**src/rtl/adc_chan_avg.sv**
```systemverilog
// adc_chan_avg: per-channel boxcar averager for captured ADC readings.
// Each channel sums 2^LOG2_AVG samples and emits the mean through a 2-entry
// ready/valid FIFO. A result arriving while the FIFO is full and not draining
// is dropped and latches the sticky overflow flag.
// Optional: define ADC_AVG_MINMAX_EN to add per-window m_min/m_max outputs.
module adc_chan_avg #(
    parameter int unsigned DATA_W   = 14,
    parameter int unsigned CH_W     = 1,
    parameter int unsigned LOG2_AVG = 4
) (
    input  logic              clk,
    input  logic              rst_i,
    input  logic              s_valid,
    input  logic [CH_W-1:0]   s_chan,
    input  logic [DATA_W-1:0] s_data,
    input  logic              clr,
    output logic              m_valid,
    input  logic              m_ready,
    output logic [CH_W-1:0]   m_chan,
    output logic [DATA_W-1:0] m_data,
    output logic              overflow
`ifdef ADC_AVG_MINMAX_EN
    ,
    output logic [DATA_W-1:0] m_min,
    output logic [DATA_W-1:0] m_max
`endif
);

    localparam int unsigned NCH      = 1 << CH_W;
    localparam int unsigned ACC_W    = DATA_W + LOG2_AVG;
    localparam int unsigned CNT_W    = (LOG2_AVG > 0) ? LOG2_AVG : 1;
    localparam int unsigned WIN      = 1 << LOG2_AVG;
    localparam logic [CNT_W-1:0] CNT_LAST = CNT_W'(WIN - 1);

    logic [ACC_W-1:0]  r_acc [NCH];
    logic [CNT_W-1:0]  r_cnt [NCH];

    logic [DATA_W-1:0] r_fifo_data [2];
    logic [CH_W-1:0]   r_fifo_chan [2];
    logic              r_rd_ptr;
    logic              r_wr_ptr;
    logic [1:0]        r_count;
    logic              r_overflow;

    logic              w_accept;
    logic              w_last;
    logic              w_push;
    logic              w_pop;
    logic              w_wr_en;
    logic              w_drop;
    logic [ACC_W-1:0]  w_sum;
    logic [DATA_W-1:0] w_result;

`ifdef ADC_AVG_MINMAX_EN
    logic [DATA_W-1:0] r_min [NCH];
    logic [DATA_W-1:0] r_max [NCH];
    logic [DATA_W-1:0] r_fifo_min [2];
    logic [DATA_W-1:0] r_fifo_max [2];
    logic [DATA_W-1:0] w_win_min;
    logic [DATA_W-1:0] w_win_max;
`endif

    // Sample acceptance, window-complete detection and FIFO push/pop decisions
    always_comb begin
        w_accept = s_valid & ~clr;
        w_last   = (r_cnt[s_chan] == CNT_LAST);
        w_sum    = r_acc[s_chan] + ACC_W'(s_data);
        w_result = DATA_W'(w_sum >> LOG2_AVG);
        w_push   = w_accept & w_last;
        w_pop    = (r_count != 2'd0) & m_ready;
        // a full FIFO still takes the new result if its head leaves this cycle
        w_wr_en  = w_push & ((r_count != 2'd2) | w_pop);
        w_drop   = w_push & ~w_wr_en;
    end

    // Per-channel running sums and sample counters
    always_ff @(posedge clk or posedge rst_i) begin
        if (rst_i) begin
            for (int i = 0; i < int'(NCH); i++) begin
                r_acc[i] <= '0;
                r_cnt[i] <= '0;
            end
        end else if (clr) begin
            for (int i = 0; i < int'(NCH); i++) begin
                r_acc[i] <= '0;
                r_cnt[i] <= '0;
            end
        end else if (s_valid) begin
            if (w_last) begin
                r_acc[s_chan] <= '0;
                r_cnt[s_chan] <= '0;
            end else begin
                r_acc[s_chan] <= w_sum;
                r_cnt[s_chan] <= r_cnt[s_chan] + CNT_W'(1);
            end
        end
    end

`ifdef ADC_AVG_MINMAX_EN
    // Window extremes including the sample currently being accepted
    always_comb begin
        w_win_min = (s_data < r_min[s_chan]) ? s_data : r_min[s_chan];
        w_win_max = (s_data > r_max[s_chan]) ? s_data : r_max[s_chan];
    end

    // Per-channel min/max trackers, re-armed at every window start
    always_ff @(posedge clk or posedge rst_i) begin
        if (rst_i) begin
            for (int i = 0; i < int'(NCH); i++) begin
                r_min[i] <= '1;
                r_max[i] <= '0;
            end
        end else if (clr) begin
            for (int i = 0; i < int'(NCH); i++) begin
                r_min[i] <= '1;
                r_max[i] <= '0;
            end
        end else if (s_valid) begin
            if (w_last) begin
                r_min[s_chan] <= '1;
                r_max[s_chan] <= '0;
            end else begin
                r_min[s_chan] <= w_win_min;
                r_max[s_chan] <= w_win_max;
            end
        end
    end
`endif

    // Two-entry result FIFO with separate read/write pointers
    always_ff @(posedge clk or posedge rst_i) begin
        if (rst_i) begin
            r_rd_ptr <= 1'b0;
            r_wr_ptr <= 1'b0;
            r_count  <= 2'd0;
            for (int i = 0; i < 2; i++) begin
                r_fifo_data[i] <= '0;
                r_fifo_chan[i] <= '0;
`ifdef ADC_AVG_MINMAX_EN
                r_fifo_min[i]  <= '0;
                r_fifo_max[i]  <= '0;
`endif
            end
        end else begin
            if (w_wr_en) begin
                r_fifo_data[r_wr_ptr] <= w_result;
                r_fifo_chan[r_wr_ptr] <= s_chan;
`ifdef ADC_AVG_MINMAX_EN
                r_fifo_min[r_wr_ptr]  <= w_win_min;
                r_fifo_max[r_wr_ptr]  <= w_win_max;
`endif
                r_wr_ptr <= ~r_wr_ptr;
            end
            if (w_pop) begin
                r_rd_ptr <= ~r_rd_ptr;
            end
            case ({w_wr_en, w_pop})
                2'b10:   r_count <= r_count + 2'd1;
                2'b01:   r_count <= r_count - 2'd1;
                default: r_count <= r_count;
            endcase
        end
    end

    // Sticky flag for any completed result lost to a full FIFO
    always_ff @(posedge clk or posedge rst_i) begin
        if (rst_i) begin
            r_overflow <= 1'b0;
        end else if (w_drop) begin
            r_overflow <= 1'b1;
        end
    end

    // Head of FIFO drives the result interface
    always_comb begin
        m_valid  = (r_count != 2'd0);
        m_chan   = r_fifo_chan[r_rd_ptr];
        m_data   = r_fifo_data[r_rd_ptr];
        overflow = r_overflow;
`ifdef ADC_AVG_MINMAX_EN
        m_min    = r_fifo_min[r_rd_ptr];
        m_max    = r_fifo_max[r_rd_ptr];
`endif
    end

endmodule

```
**config.mk**
```make
export PLATFORM = sky130hd
export DESIGN_NAME = adc_chan_avg
export DESIGN_NICKNAME = d
export VERILOG_FILES = /design/src/rtl/adc_chan_avg.sv
export SDC_FILE = /design/constraint.sdc
export NUM_CORES = 1
export LEC_CHECK = 0
export BUFFER_PORTS_ARGS = -buffer_cell sky130_fd_sc_hd__buf_2
export CAP_MARGIN = 20
export CORE_ASPECT_RATIO = 0.5
export CORE_MARGIN = 1
export CORE_UTILIZATION = 30
export DETAILED_ROUTE_END_ITERATION = 10
export GPL_TIMING_DRIVEN = 0
export SLEW_MARGIN = 15
export SYNTH_ARGS = -nofsm -noshare
export SYNTH_HDL_FRONTEND = slang
export SYNTH_SLANG_ARGS = --single-unit
```
**constraint.sdc**
```tcl
create_clock -name clk -period 2.34 [get_ports clk]
set_input_delay 0.117 -clock clk [delete_from_list [all_inputs] [get_ports clk]]
set_output_delay 0.117 -clock clk [all_outputs]
set_load 0.02 [all_outputs]
```
# Word-level counts from Yosys, hierarchy flattened
# Cells that the tools add are included.
# op_classes
addsub	4
magnitude_cmp	5
n_eq_ne	4
mux	31
bitwise	17
reduce_logical	5
# ops
operator	count
2-to-1 mux 36 bit	3
2-to-1 mux 18 bit	4
2-to-1 mux 14 bit	4
AND 36 bit	1
bitwise mux 36 bit	1
NOT 36 bit	1
bitwise mux 28 bit	1
2-to-1 mux 8 bit	3
adder 18 x 14 -> 18 bit	1
demux 18 bit (select 1 bit)	1
2-to-1 mux 4 bit	4
demux 14 bit (select 1 bit)	1
AND 8 bit	1
bitwise mux 8 bit	1
NOT 8 bit	1
greater-or-equal comparator 2 bit (second input constant)	3
NOT 1 -> 2 bit	3
nonzero test 2 bit	3
AND 1 bit	5
adder 4 x 1 -> 4 bit (second input constant)	1
demux 4 bit (select 1 bit)	1
== test 4 bit (second input constant)	1
< comparator 2 x 1 -> 1 bit (second input constant)	2
2-to-1 mux 1 bit	4
other kinds (11)	15
# word_totals
ff_bits	79
inputBits	20
out_inout_bits	17
wordCells	78

# Depth between registers and ports, before layout
# logic_depth
word_depth	10
mapped_depth	11
depth_no_buf	9

# Worst setup path before layout
# No wires, ideal clock.
# synth_path
path_type	input port to flip-flop
start	input port s_chan
end	register r_fifo_data[27] (netlist name)
setup_time_ns	0.132
t_arrival_ns	2.853
required_time_ns	2.208
slack_ns	-0.646
stages	11
path_buffers	3
cell_sequence	buf_2 > buf_2 > buf_1 > mux2_2 > ha_1 > and3_2 > nand2_1 > a2111oi_2 > o311ai_2 > xnor2_2 > o21ai_1
# synth_via
elab_chain_cells	7
word_cells_on_any_way	12
cone_classes	add/sub (1); eq/ne (1); mux (7); bitwise (3)
# synth_lines
item	line_no	source
start: declaration	14	input logic [CH_W-1:0] s_chan,
NOT 1 -> 2 bit (implied by the code) *	66, 67	
parallel branches: the longest is 6 deep, another holds adder 18 x 14 -> 18 bit	-	
end signal: indexed assignment	146	r_fifo_data[r_wr_ptr] <= w_result;
end: declaration	38	logic [DATA_W-1:0] r_fifo_data [2];
# Mark *: on every way between the ends. The select of a mux whose other input is x is not followed.
# A chain may end at the register's enable or synchronous reset.

# Final worst setup path
# layout_path
start	input port s_chan
end	register r_fifo_data[24] (netlist name)
# The elaborated chain is that of the path after synthesis.

==> impl_metrics.py <==
metrics = {
    "floorplan": {
        "rows": 31,
        "die_w_um": 177,
        "fp.dieH_um": 89.5,
        "ios": 37,
        "die-area_mm2": 0.0158,
        "core_mm2": 0.0147,
        "initial_utilization_pct": 31.3,
    },
    "placement": {
        "dpl.hpwl_um": 8760,
        "portBuffers": 35,
        "place_area_mm2": 0.00526,
        "dp_slack_ns": -0.767,
        "dp.cells": 699,
        "gp_congestion": 0.873,
    },
    "timing": {
        "finClkSkew_ns": 0.00611,
        "hold_slack_ns": 0.138,
        "fmax_ghz": 0.373,
        "hold_violations": 0,
        "setup_viol": 48,
        "relSlewSlack_pct": 52.7,
        "setup_ws_ns": -0.344,
        "period_needed_ns": 2.68,
        "slew_viol_final": 0,
        "finalCritPeriodShare_pct": 115,
        "rsz0062_at_grt": "true",
        "worstMarginPinSlew_ns": 0.709,
    },
    "worst_setup_path": {
        "cp_top_family": "simple AND/OR/NAND/NOR gates",
        "cp_common_cell": "buf_12",
        "path_class": "input port to flip-flop",
        "cp.arrival_ns": 2.89,
        "cp.buffers_inverters": 5,
        "crit_fanout": 7,
        "cpPeakStageDelay_ns": 0.37,
        "cp_slowest_cell": "mux2_2",
        "start_kind": "input port",
        "critical_path_required_ns": 2.54,
        "path_cells": "buf_6 -> buf_12 -> buf_12 -> bufbuf_16 -> mux2_2 -> ha_4 -> nand3_2 -> nor3_1 -> nor3_2 -> and3_1 -> a211oi_2 -> buf_4 -> o21ai_1",
        "end_kind": "flip-flop",
    },
    "layout": {
        "fin_nets": 583,
        "antenna-diode-count": 0,
        "fin_area_mm2": 0.00627,
        "fin_cells": 748,
        "drive_above_1_share_pct": 36.7,
        "syn_to_final_growth_pct": 36.6,
    },
    "grt": {
        "grt_antenna_before_repair": 0,
        "grt_pass1_vias": 3828,
        "track_usage_pct": 17.4,
        "grt_max_degree": 41,
        "grt_remaining_overflow": 0,
        "grt_pass1_wl_um": 20900,
    },
    "clocking": {
        "path_clk_slew_ns": 0.06,
        "cts-htree-levels": 3,
        "worstSkewPairLatency_ns": 0.34,
        "clock_path_buffers": 2,
        "cts_inserted_buffers": 9,
        "cts_tree": "yes",
        "clock_sinks": 79,
        "cts_root_buf": "clkbuf_16",
    },
    "power_and_ir_drop": {
        "peakVddDrop_mv": 0.381,
        "p_leak_nw": 2.83,
        "p_per_area_mw_per_mm2": 618,
    },
    "synth": {
        "synth.cell_area_mm2": 0.00459,
        "ys_top_cells_by_area": "dfrtp_1, mux2_2, nand2_1",
        "yosys_most_used_dff": "dfrtp_1",
        "ys_seq_area_share_pct": 43.0,
        "synthCells": 465,
        "syn_nets": 502,
        "synth_top_area_share_pct": 43.0,
        "synthDistinctLibCells": 57,
        "synth_area_per_cell_um2": 9.88,
        "ys_async_sr_fraction_pct": 100,
        "synth_area_leader_cell": "dfrtp_1",
        "yosys_warnings": 0,
        "ys_seq_elements": 79,
        "synth-edff-count": 0,
    },
    "route": {
        "wl_per_cell_um": 17.6,
        "via_per_inst": 5.22,
        "drc": 0,
        "drt_iter0_drc": 241,
        "drtPass1Iterations": 4,
        "wl_um": 13200,
        "route.vias.total": 3901,
        "ant_nets": 0,
    },
    "status": {
        "status": "finished with violations",
        "violations": "setup timing",
    },
    "run": {
        "maxCapViolCount": 0,
    },
    "hold_path": {
        "hold_path.class": "input port to flip-flop",
    },
}
[final timing paths]
check / from / end / slack, ns / depth (start not counted)
max: s_chan / r_fifo_data[24]$_DFFE_PP0P_ / -0.34 / 13
min: m_ready / r_rd_ptr$_DFFE_PP0P_ / 0.14 / 3
max reg2reg: r_acc[18]$_DFFE_PP0P_ / r_fifo_data[24]$_DFFE_PP0P_ / -0.33 / 10
min reg2reg: overflow$_DFFE_PP0P_ / overflow$_DFFE_PP0P_ / 0.47 / 1
max in group asynchronous: rst_i / r_acc[13]$_DFFE_PP0P_ / 1.37 / 4
min in group asynchronous: rst_i / r_acc[4]$_DFFE_PP0P_ / 0.36 / 3
[registers in the layout, summed over array words and instances (netlist names)]
signal,cells
r_acc,36
r_fifo_data,28
r_cnt,8
r_count,2
r_fifo_chan,2
overflow,1
r_rd_ptr,1
r_wr_ptr,1
[worst reg2reg max path, delay by kind of cell (launching register included)]
family | cells | cell delay (ns)
fa+ha+maj | 2 | 0.54
buf+inv | 1 | 0.20
mux | 1 | 0.28
compound gates | 4 | 0.83
flops | 1 | 0.38
simple gates | 2 | 0.31
[cell usage after synthesis, types with 2 or more instances]
library cell,number
nor2b_1,5
dfrtp_1,79
or2_2,2
a211oi_1,3
a311o_1,2
a311oi_1,2
and3_1,4
nor2_1,26
a21oi_1,27
o211ai_1,6
a21o_1,7
nand2b_1,9
clkbuf_1,16
xnor2_1,8
mux2_2,38
a22o_1,16
o221ai_1,3
xor2_1,9
nand2_1,63
nand3_1,12
o21ai_0,34
a211o_1,4
mux2i_1,13
buf_2,3
and2_1,2
a211oi_2,2
o21ai_1,9
nor3_1,4
ha_1,16
xnor2_2,2
inv_1,7
or3_1,5
nand3b_1,3
[routing by layer]
layer  part of all wire [%]  track usage, %  vias up
met1                     47            23.5     1929
met5                      0               0        -
li1                       -               -     1855
met4                    2.4            5.80        0
met2                     45            28.1       93
met3                    5.0            3.36       24
[where the power goes]
| part | switching, mW | internal (mW) |
|---|---|---|
| combinational | 0.521 | 0.421 |
| clock | 0.564 | 0.926 |
| sequential | 0.0277 | 1.42 |
[cells by family (layout without fill, tap and decap cells)]
kind of cell	count (synthesis)	after routing	synth area share, %
AOI/OAI and AO/OA	128	128	19.2
xor gates and xnor gates	19	19	3.95
adders and majority gates	17	17	4.79
buffers and inverters	28	113	2.37
DFF	79	79	43.0
muxes	52	52	12.4
and+or+nand+nor	142	142	14.3
[final cells by class]
type,instances,area (µm²)
tap,198,248
clock inverter,6,86.3
fill,1355,8430
multi-input combinational,358,3060
inverter,8,32.5
clock buffer,9,225
buffer,20,133
timing repair buffer,70,514
sequential,79,1980
[cell usage in the layout (no fill, tap or decap), types with 7 or more instances in the layout]
cell type and n:
mux2_2 29, a21oi_1 19, clkbuf_1 10, clkbuf_16 9, nand2_1 60, o21ai_1 21, a21o_1 7, buf_2 35
nand2b_1 9, nand3_1 11, a22o_1 16, nor2_1 25, buf_6 9, dfrtp_1 79, o21ai_0 16, buf_4 24
ha_4 11, mux2_4 10, mux2i_1 12
[per-stage QoR]
| stage | util [%] | setup TNS (ns) | power (mW) |
|---|---|---|---|
| after floorplan | - | -1.04 | 1.96 |
| after global placement | 35.6 | -98.92 | 2.14 |
| after detailed placement | 35.8 | -29.90 | 2.15 |
| after CTS | 41.8 | -6.16 | 3.84 |
| after global routing | 42.7 | -12.14 | 4.03 |
| final | 42.7 | -7.97 | 3.88 |
[what timing repair did]
action                                  in CTS  in global routing
hold endpoints to repair                    39                  0
pin swaps                                   43                 14
gates resized for setup                     67                 34
hold buffers                                 1                  0
setup buffers                               29                  5
endpoints found under the setup margin      55                 66
gates cloned                                 1                  0
Note: power is estimated with default switching activity, not from simulation.
